**src/rtl/hybrid_emergency_request_conditioner.sv**
```systemverilog
// rtl/hybrid_emergency_request_conditioner.sv - siren request synchronizer, debouncer and arbitration FSM
//
// Purpose: turns two asynchronous siren detectors into clean, mutually exclusive
// emergency levels for the traffic signal FSM. Each channel is synchronized,
// debounced, and edge-detected. A four-state arbiter then holds the accepted
// request for HOLD_CYCLES, followed by a COOLDOWN_CYCLES quiet period.
//
// Ports:
//   clk             - system clock, all state changes on the rising edge
//   reset           - synchronous, active-low reset
//   siren_left_raw  - asynchronous left-approach siren detector, active high
//   siren_right_raw - asynchronous right-approach siren detector, active high
//   emergency_left  - registered left emergency level
//   emergency_right - registered right emergency level
//   dropped         - one-cycle pulse when a qualified request is discarded
//   accept_count    - saturating count of accepted requests

module hybrid_emergency_request_conditioner #(
  parameter int unsigned DEBOUNCE_CYCLES = 3,
  parameter int unsigned HOLD_CYCLES     = 30,
  parameter int unsigned COOLDOWN_CYCLES = 5
) (
  input  logic       clk,
  input  logic       reset,
  input  logic       siren_left_raw,
  input  logic       siren_right_raw,
  output logic       emergency_left,
  output logic       emergency_right,
  output logic       dropped,
  output logic [7:0] accept_count
);

  localparam logic [15:0] DEB_LIM  = 16'(DEBOUNCE_CYCLES);
  localparam logic [15:0] HOLD_LD  = 16'(HOLD_CYCLES);
  localparam logic [15:0] COOL_LD  = 16'(COOLDOWN_CYCLES);

  typedef enum logic [1:0] {
    ST_IDLE      = 2'd0,
    ST_LEFT_ACT  = 2'd1,
    ST_RIGHT_ACT = 2'd2,
    ST_COOLDOWN  = 2'd3
  } state_t;

  // Channel index 0 is left, index 1 is right throughout.
  logic [1:0]       sync1_q, sync1_d;
  logic [1:0]       sync2_q, sync2_d;
  logic [1:0]       filt_q, filt_d;
  logic [1:0]       filt_dly_q, filt_dly_d;
  logic [1:0][15:0] deb_cnt_q, deb_cnt_d;

  state_t           state_q, state_d;
  logic [15:0]      hold_q, hold_d;
  logic [15:0]      cool_q, cool_d;
  logic             em_left_q, em_left_d;
  logic             em_right_q, em_right_d;
  logic             dropped_q, dropped_d;
  logic [7:0]       accept_q, accept_d;

  logic             req_left;
  logic             req_right;
  logic             accept_inc;

  // Two-flop synchronizer; sync2 is the sampled value fed to the debouncer.
  always_comb begin
    sync1_d    = {siren_right_raw, siren_left_raw};
    sync2_d    = sync1_q;
    filt_dly_d = filt_q;
  end

  // Debounce: count consecutive disagreements between the sample and the
  // filtered level; flip the level on the edge the count would hit the limit.
  always_comb begin
    filt_d    = filt_q;
    deb_cnt_d = '0;
    for (int ch = 0; ch < 2; ch++) begin
      if (sync2_q[ch] != filt_q[ch]) begin
        if (deb_cnt_q[ch] + 16'd1 == DEB_LIM) begin
          filt_d[ch] = ~filt_q[ch];
        end else begin
          deb_cnt_d[ch] = deb_cnt_q[ch] + 16'd1;
        end
      end
    end
  end

  // Only a fresh 0->1 of the filtered level is a request, so a level that is
  // still high when the arbiter returns to idle does not retrigger.
  assign req_left  = filt_q[0] & ~filt_dly_q[0];
  assign req_right = filt_q[1] & ~filt_dly_q[1];

  // Arbiter next-state logic.
  always_comb begin
    state_d    = state_q;
    hold_d     = hold_q;
    cool_d     = cool_q;
    dropped_d  = 1'b0;
    accept_inc = 1'b0;

    case (state_q)
      ST_IDLE: begin
        if (req_right) begin
          state_d    = ST_RIGHT_ACT;
          hold_d     = HOLD_LD;
          accept_inc = 1'b1;
          dropped_d  = req_left;
        end else if (req_left) begin
          state_d    = ST_LEFT_ACT;
          hold_d     = HOLD_LD;
          accept_inc = 1'b1;
        end
      end

      ST_LEFT_ACT: begin
        dropped_d = req_left;
        if (req_right) begin
          // Right preempts left; the hold restarts for the right request.
          state_d    = ST_RIGHT_ACT;
          hold_d     = HOLD_LD;
          accept_inc = 1'b1;
        end else if (hold_q == 16'd1) begin
          state_d = ST_COOLDOWN;
          hold_d  = '0;
          cool_d  = COOL_LD;
        end else begin
          hold_d = hold_q - 16'd1;
        end
      end

      ST_RIGHT_ACT: begin
        dropped_d = req_left | req_right;
        if (hold_q == 16'd1) begin
          state_d = ST_COOLDOWN;
          hold_d  = '0;
          cool_d  = COOL_LD;
        end else begin
          hold_d = hold_q - 16'd1;
        end
      end

      ST_COOLDOWN: begin
        dropped_d = req_left | req_right;
        if (cool_q == 16'd1) begin
          state_d = ST_IDLE;
          cool_d  = '0;
        end else begin
          cool_d = cool_q - 16'd1;
        end
      end

      default: begin
        state_d = ST_IDLE;
        hold_d  = '0;
        cool_d  = '0;
      end
    endcase
  end

  // Outputs are a registered decode of the current state, so left and right
  // switch on the same edge during preemption and can never overlap.
  always_comb begin
    em_left_d  = (state_q == ST_LEFT_ACT);
    em_right_d = (state_q == ST_RIGHT_ACT);
    accept_d   = accept_q;
    if (accept_inc && (accept_q != 8'hFF)) begin
      accept_d = accept_q + 8'd1;
    end
  end

  always_ff @(posedge clk) begin
    if (!reset) begin
      sync1_q    <= '0;
      sync2_q    <= '0;
      filt_q     <= '0;
      filt_dly_q <= '0;
      deb_cnt_q  <= '0;
      state_q    <= ST_IDLE;
      hold_q     <= '0;
      cool_q     <= '0;
      em_left_q  <= 1'b0;
      em_right_q <= 1'b0;
      dropped_q  <= 1'b0;
      accept_q   <= '0;
    end else begin
      sync1_q    <= sync1_d;
      sync2_q    <= sync2_d;
      filt_q     <= filt_d;
      filt_dly_q <= filt_dly_d;
      deb_cnt_q  <= deb_cnt_d;
      state_q    <= state_d;
      hold_q     <= hold_d;
      cool_q     <= cool_d;
      em_left_q  <= em_left_d;
      em_right_q <= em_right_d;
      dropped_q  <= dropped_d;
      accept_q   <= accept_d;
    end
  end

  assign emergency_left  = em_left_q;
  assign emergency_right = em_right_q;
  assign dropped         = dropped_q;
  assign accept_count    = accept_q;

endmodule

```
**config.mk**
```make
export PLATFORM = sky130hd
export DESIGN_NAME = hybrid_emergency_request_conditioner
export DESIGN_NICKNAME = d
export VERILOG_FILES = /design/src/rtl/hybrid_emergency_request_conditioner.sv
export SDC_FILE = /design/constraint.sdc
export NUM_CORES = 1
export LEC_CHECK = 0
export ABC_CLOCK_PERIOD_IN_PS = 2400
export BUFFER_PORTS_ARGS = -buffer_cell sky130_fd_sc_hd__buf_2
export CORE_ASPECT_RATIO = 1.75
export CORE_MARGIN = 5
export CORE_UTILIZATION = 55
export DETAILED_ROUTE_END_ITERATION = 10
export GPL_TIMING_DRIVEN = 0
export PLACE_DENSITY = 0.69
export RECOVER_POWER = 100
export SYNTH_ARGS = -nofsm -noshare
export SYNTH_HDL_FRONTEND = slang
export SYNTH_SLANG_ARGS = --single-unit
export TNS_END_PERCENT = 20
```
**constraint.sdc**
```tcl
create_clock -name clk -period 2.4 [get_ports clk]
set_input_delay 0.48 -clock clk [delete_from_list [all_inputs] [get_ports clk]]
set_output_delay 0.48 -clock clk [all_outputs]
set_load 0.02 [all_outputs]
```
==> impl_metrics.py <==
metrics = {
    "run_status": {
        "status": "complete, no violations",
    },
    "critical_path": {
        "cp-start-kind": "flop",
        "arrival_ps": 2570,
        "end_kind": "flop",
        "timing.reg2reg.worst_path_depth": 8,
        "rrSetupSlack_ps": 30,
        "critPathKind": "flop to flop",
        "path_max_fanout": 5,
        "r2r_start": "deb_cnt_q[0]",
        "cp.required_ps": 2600,
        "r2r-end": "deb_cnt_q[0]",
    },
    "worst_hold_path": {
        "hold_depth": 2,
        "hold_end": "sync1_q[1]",
        "hold_path.class": "input port to flop",
        "min_from": "siren_right_raw",
    },
    "clocking": {
        "cts_buffer_depth": 2,
        "cts_hold_buffers": 0,
        "clock_latency_ps": 340,
        "clk_pin_slew_ps": 60,
        "numCtsBuffers": 9,
        "cts_htree_levels": 3,
        "cts_root_buf": "clkbuf_16",
        "clock-sinks": 85,
        "cts_tree": "yes",
    },
    "timing": {
        "slew_viol_final": 0,
        "hold_viol": 0,
        "finalCriticalPeriod_ps": 2370,
        "fin_worst_skew_ps": 6.83,
        "finalSetupTns_ps": 0,
        "fmax_mhz": 423,
        "tightestPinTransition_ps": 840,
        "rsz0062_at_grt": "yes",
        "finalCritPeriodShare_pct": 98.6,
        "max-slew-margin-rel_pct": 43.5,
        "final-setup-viol-count": 0,
    },
    "global_routing": {
        "grt_max_degree": 15,
        "grt_antenna_before_repair": 0,
        "grt_pass1_vias": 3440,
        "grt_overflow": 0,
        "grt_usage_pct": 17.9,
        "grt_pass1_wl_um": 15000,
    },
    "yosys": {
        "synth_adder_area_share_pct": 3.64,
        "syn-cell-area_sq_mm": 0.00447,
        "async_flop_share_pct": 0,
        "synth_fp_nets": 525,
        "synth_top_family_by_area": "simple AND/OR/NAND/NOR gates",
        "yosysSeqAreaShare_pct": 38.1,
        "synth_seq_cells": 85,
        "synth_area_per_cell_sq_um": 8.79,
        "synth.distinct_cells": 65,
        "synth_flop_cell": "dfxtp_1",
        "synth-compound-area-share_pct": 10.4,
        "synth_edf_count": 0,
        "synth-simple-area-share_pct": 31.4,
        "synth_xor_area_share_pct": 12.0,
        "yosys_warnings": 0,
        "synthCells": 508,
        "yosys-mux-area-fraction_pct": 1.40,
    },
    "place": {
        "place_area_sq_mm": 0.00465,
        "placedCellCount": 612,
        "place.gp.congestion": 0.854,
        "dp_hpwl_um": 6390,
        "io_buffers": 14,
    },
    "drt": {
        "vias": 3582,
        "wl_per_cell_um": 14.0,
        "drt-met1-wl_um": 3660,
        "detail-route-antenna-nets": 0,
        "vias_per_cell": 5.67,
        "drt-total-wl_um": 8830,
        "highest_layer": "met4",
        "drtIter0Drc": 142,
        "drc": 0,
        "wl_met3_um": 194,
        "drtPass1Iterations": 4,
        "met2_length_um": 4790,
    },
    "floorplanning": {
        "dieArea_sq_mm": 0.0101,
        "die_height_um": 129,
        "core_sq_mm": 0.00791,
        "fp-row-count": 43,
        "die_w_um": 78.1,
        "boundaryPins": 15,
        "start_util_pct": 56.5,
    },
    "final_layout": {
        "finalNonFillerCells": 632,
        "syn_to_final_growth_pct": 13.7,
        "utilization_pct": 64.2,
        "stdcell_area_sq_mm": 0.00508,
        "layout_commonest_cell": "dfxtp_1",
        "final_cell_mix": "82 x dfxtp_1, 76 x nor2_1, 39 x nand2_1",
        "n_fill_cell": 654,
        "fin_nets": 554,
        "drive_gt1_share_pct": 15.9,
        "antenna_cells": 0,
    },
    "power_and_ir_drop": {
        "powerDensity_mw_per_mm2": 576,
        "ir_worst_vdd_uv": 463,
        "p_leak_nw": 1.81,
    },
    "job": {
        "maxCapViolations": 0,
    },
}
-- critical path: stages, from the launching register on --
cell	delay, ps
dfxtp_2	400
ha_4	180
nand4_1	130
or4_1	530
o31ai_1	110
o211ai_2	160
nor4_4	470
buf_6	200
nor3_2	50
-- worst max path at each step --
stage                   endpoint  slack (ps)  cells after the start          from
finish              deb_cnt_q[0]          30                      8  deb_cnt_q[0]
detailed placement  deb_cnt_q[5]        -150                      8  deb_cnt_q[0]
global placement    deb_cnt_q[2]        -120                      8  deb_cnt_q[0]
CTS                 deb_cnt_q[5]          20                      8  deb_cnt_q[0]
floorplan           deb_cnt_q[2]         150                      8  deb_cnt_q[0]
global route        deb_cnt_q[2]         -40                      9  deb_cnt_q[6]
-- logic make-up after synthesis --
family          after synthesis
simple gates                253
flops                        85
xor+xnor                     61
compound gates               60
buf+inv                      30
fa+ha+maj                    13
mux                           6
-- what timing repair did --
action	in CTS	in global routing
cloned	0	1
gates resized for setup	2	19
pin swaps	1	6
setup endpoints to repair	21	44
setup buffers	2	3
-- power by group --
group          switching (mW)  internal (mW)
clock network           0.552          0.911
logic                  0.0306         0.0134
registers             0.00414           1.42
-- registers in the layout (all words and copies together) (netlist names) --
| register | flops |
|---|---|
| filt_dly_d | 2 |
| sync2_q | 2 |
| emergency_right | 1 |
| sync1_q | 2 |
| filt_dly_q | 2 |
| emergency_left | 1 |
| accept_count | 8 |
| dropped | 1 |
| hold_q | 16 |
| cool_q | 16 |
| deb_cnt_q | 32 |
| state_q | 2 |
-- stage by stage --
stage	setup slack, ps	hold slack (ps)	power [mW]
after floorplan	151	412	1.48
after global placement	-117	419	1.49
after detailed placement	-148	428	1.50
after CTS	15.1	337	2.97
after global routing	-40.7	347	3.04
final	33.6	347	2.93
-- routing by layer --
| metal | global-route usage [%] | vias up |
|---|---|---|
| met4 | 8.06 | 0 |
| li1 | - | 1835 |
| met5 | 0 | - |
| met3 | 3.20 | 18 |
| met1 | 19.8 | 1691 |
| met2 | 32.6 | 38 |
-- final cells by class --
class                      count  area, sq um  share of cell area [%]
clock buffer                  10          229                    4.51
inverter                      13         48.8                   0.961
clock inverter                 6         87.6                    1.72
multi-input combinational    393         2710                    53.3
timing repair buffer          20          104                    2.05
buffer                        15         82.6                    1.63
tap                           90          113                    2.22
sequential                    85         1710                    33.6
-- Yosys cell counts (all sizes together) (2+ instances only) --
library cell | number | area (sq um)
a311oi | 2 | 17.5
nand4 | 11 | 75.1
clkbuf | 9 | 35.0
nand2b | 5 | 31.3
nand2 | 41 | 154
a2bb2oi | 2 | 17.5
a31o | 2 | 17.5
o221a | 6 | 67.6
o31ai | 2 | 15.0
o211ai | 2 | 20.0
a21o | 2 | 15.0
a31oi | 6 | 37.5
nor2b | 6 | 37.5
or2 | 2 | 12.5
and4 | 3 | 26.3
o21ai | 8 | 62.6
or4 | 4 | 37.5
xnor2 | 33 | 289
nor3 | 37 | 260
or3 | 7 | 43.8
ha | 13 | 163
nor4 | 9 | 83.8
and2 | 13 | 81.3
mux2i | 4 | 40.0
nor4b | 5 | 73.8
mux2 | 2 | 22.5
nand3 | 19 | 95.1
nor2 | 79 | 304
nor3b | 3 | 22.5
buf | 8 | 55.1
a211oi | 2 | 15.0
and3 | 6 | 37.5
o22ai | 3 | 18.8
xor2 | 28 | 245
a21oi | 14 | 81.3
dfxtp | 85 | 1700
inv | 13 | 48.8
No activity file was read; power rests on OpenSTA's default activity.
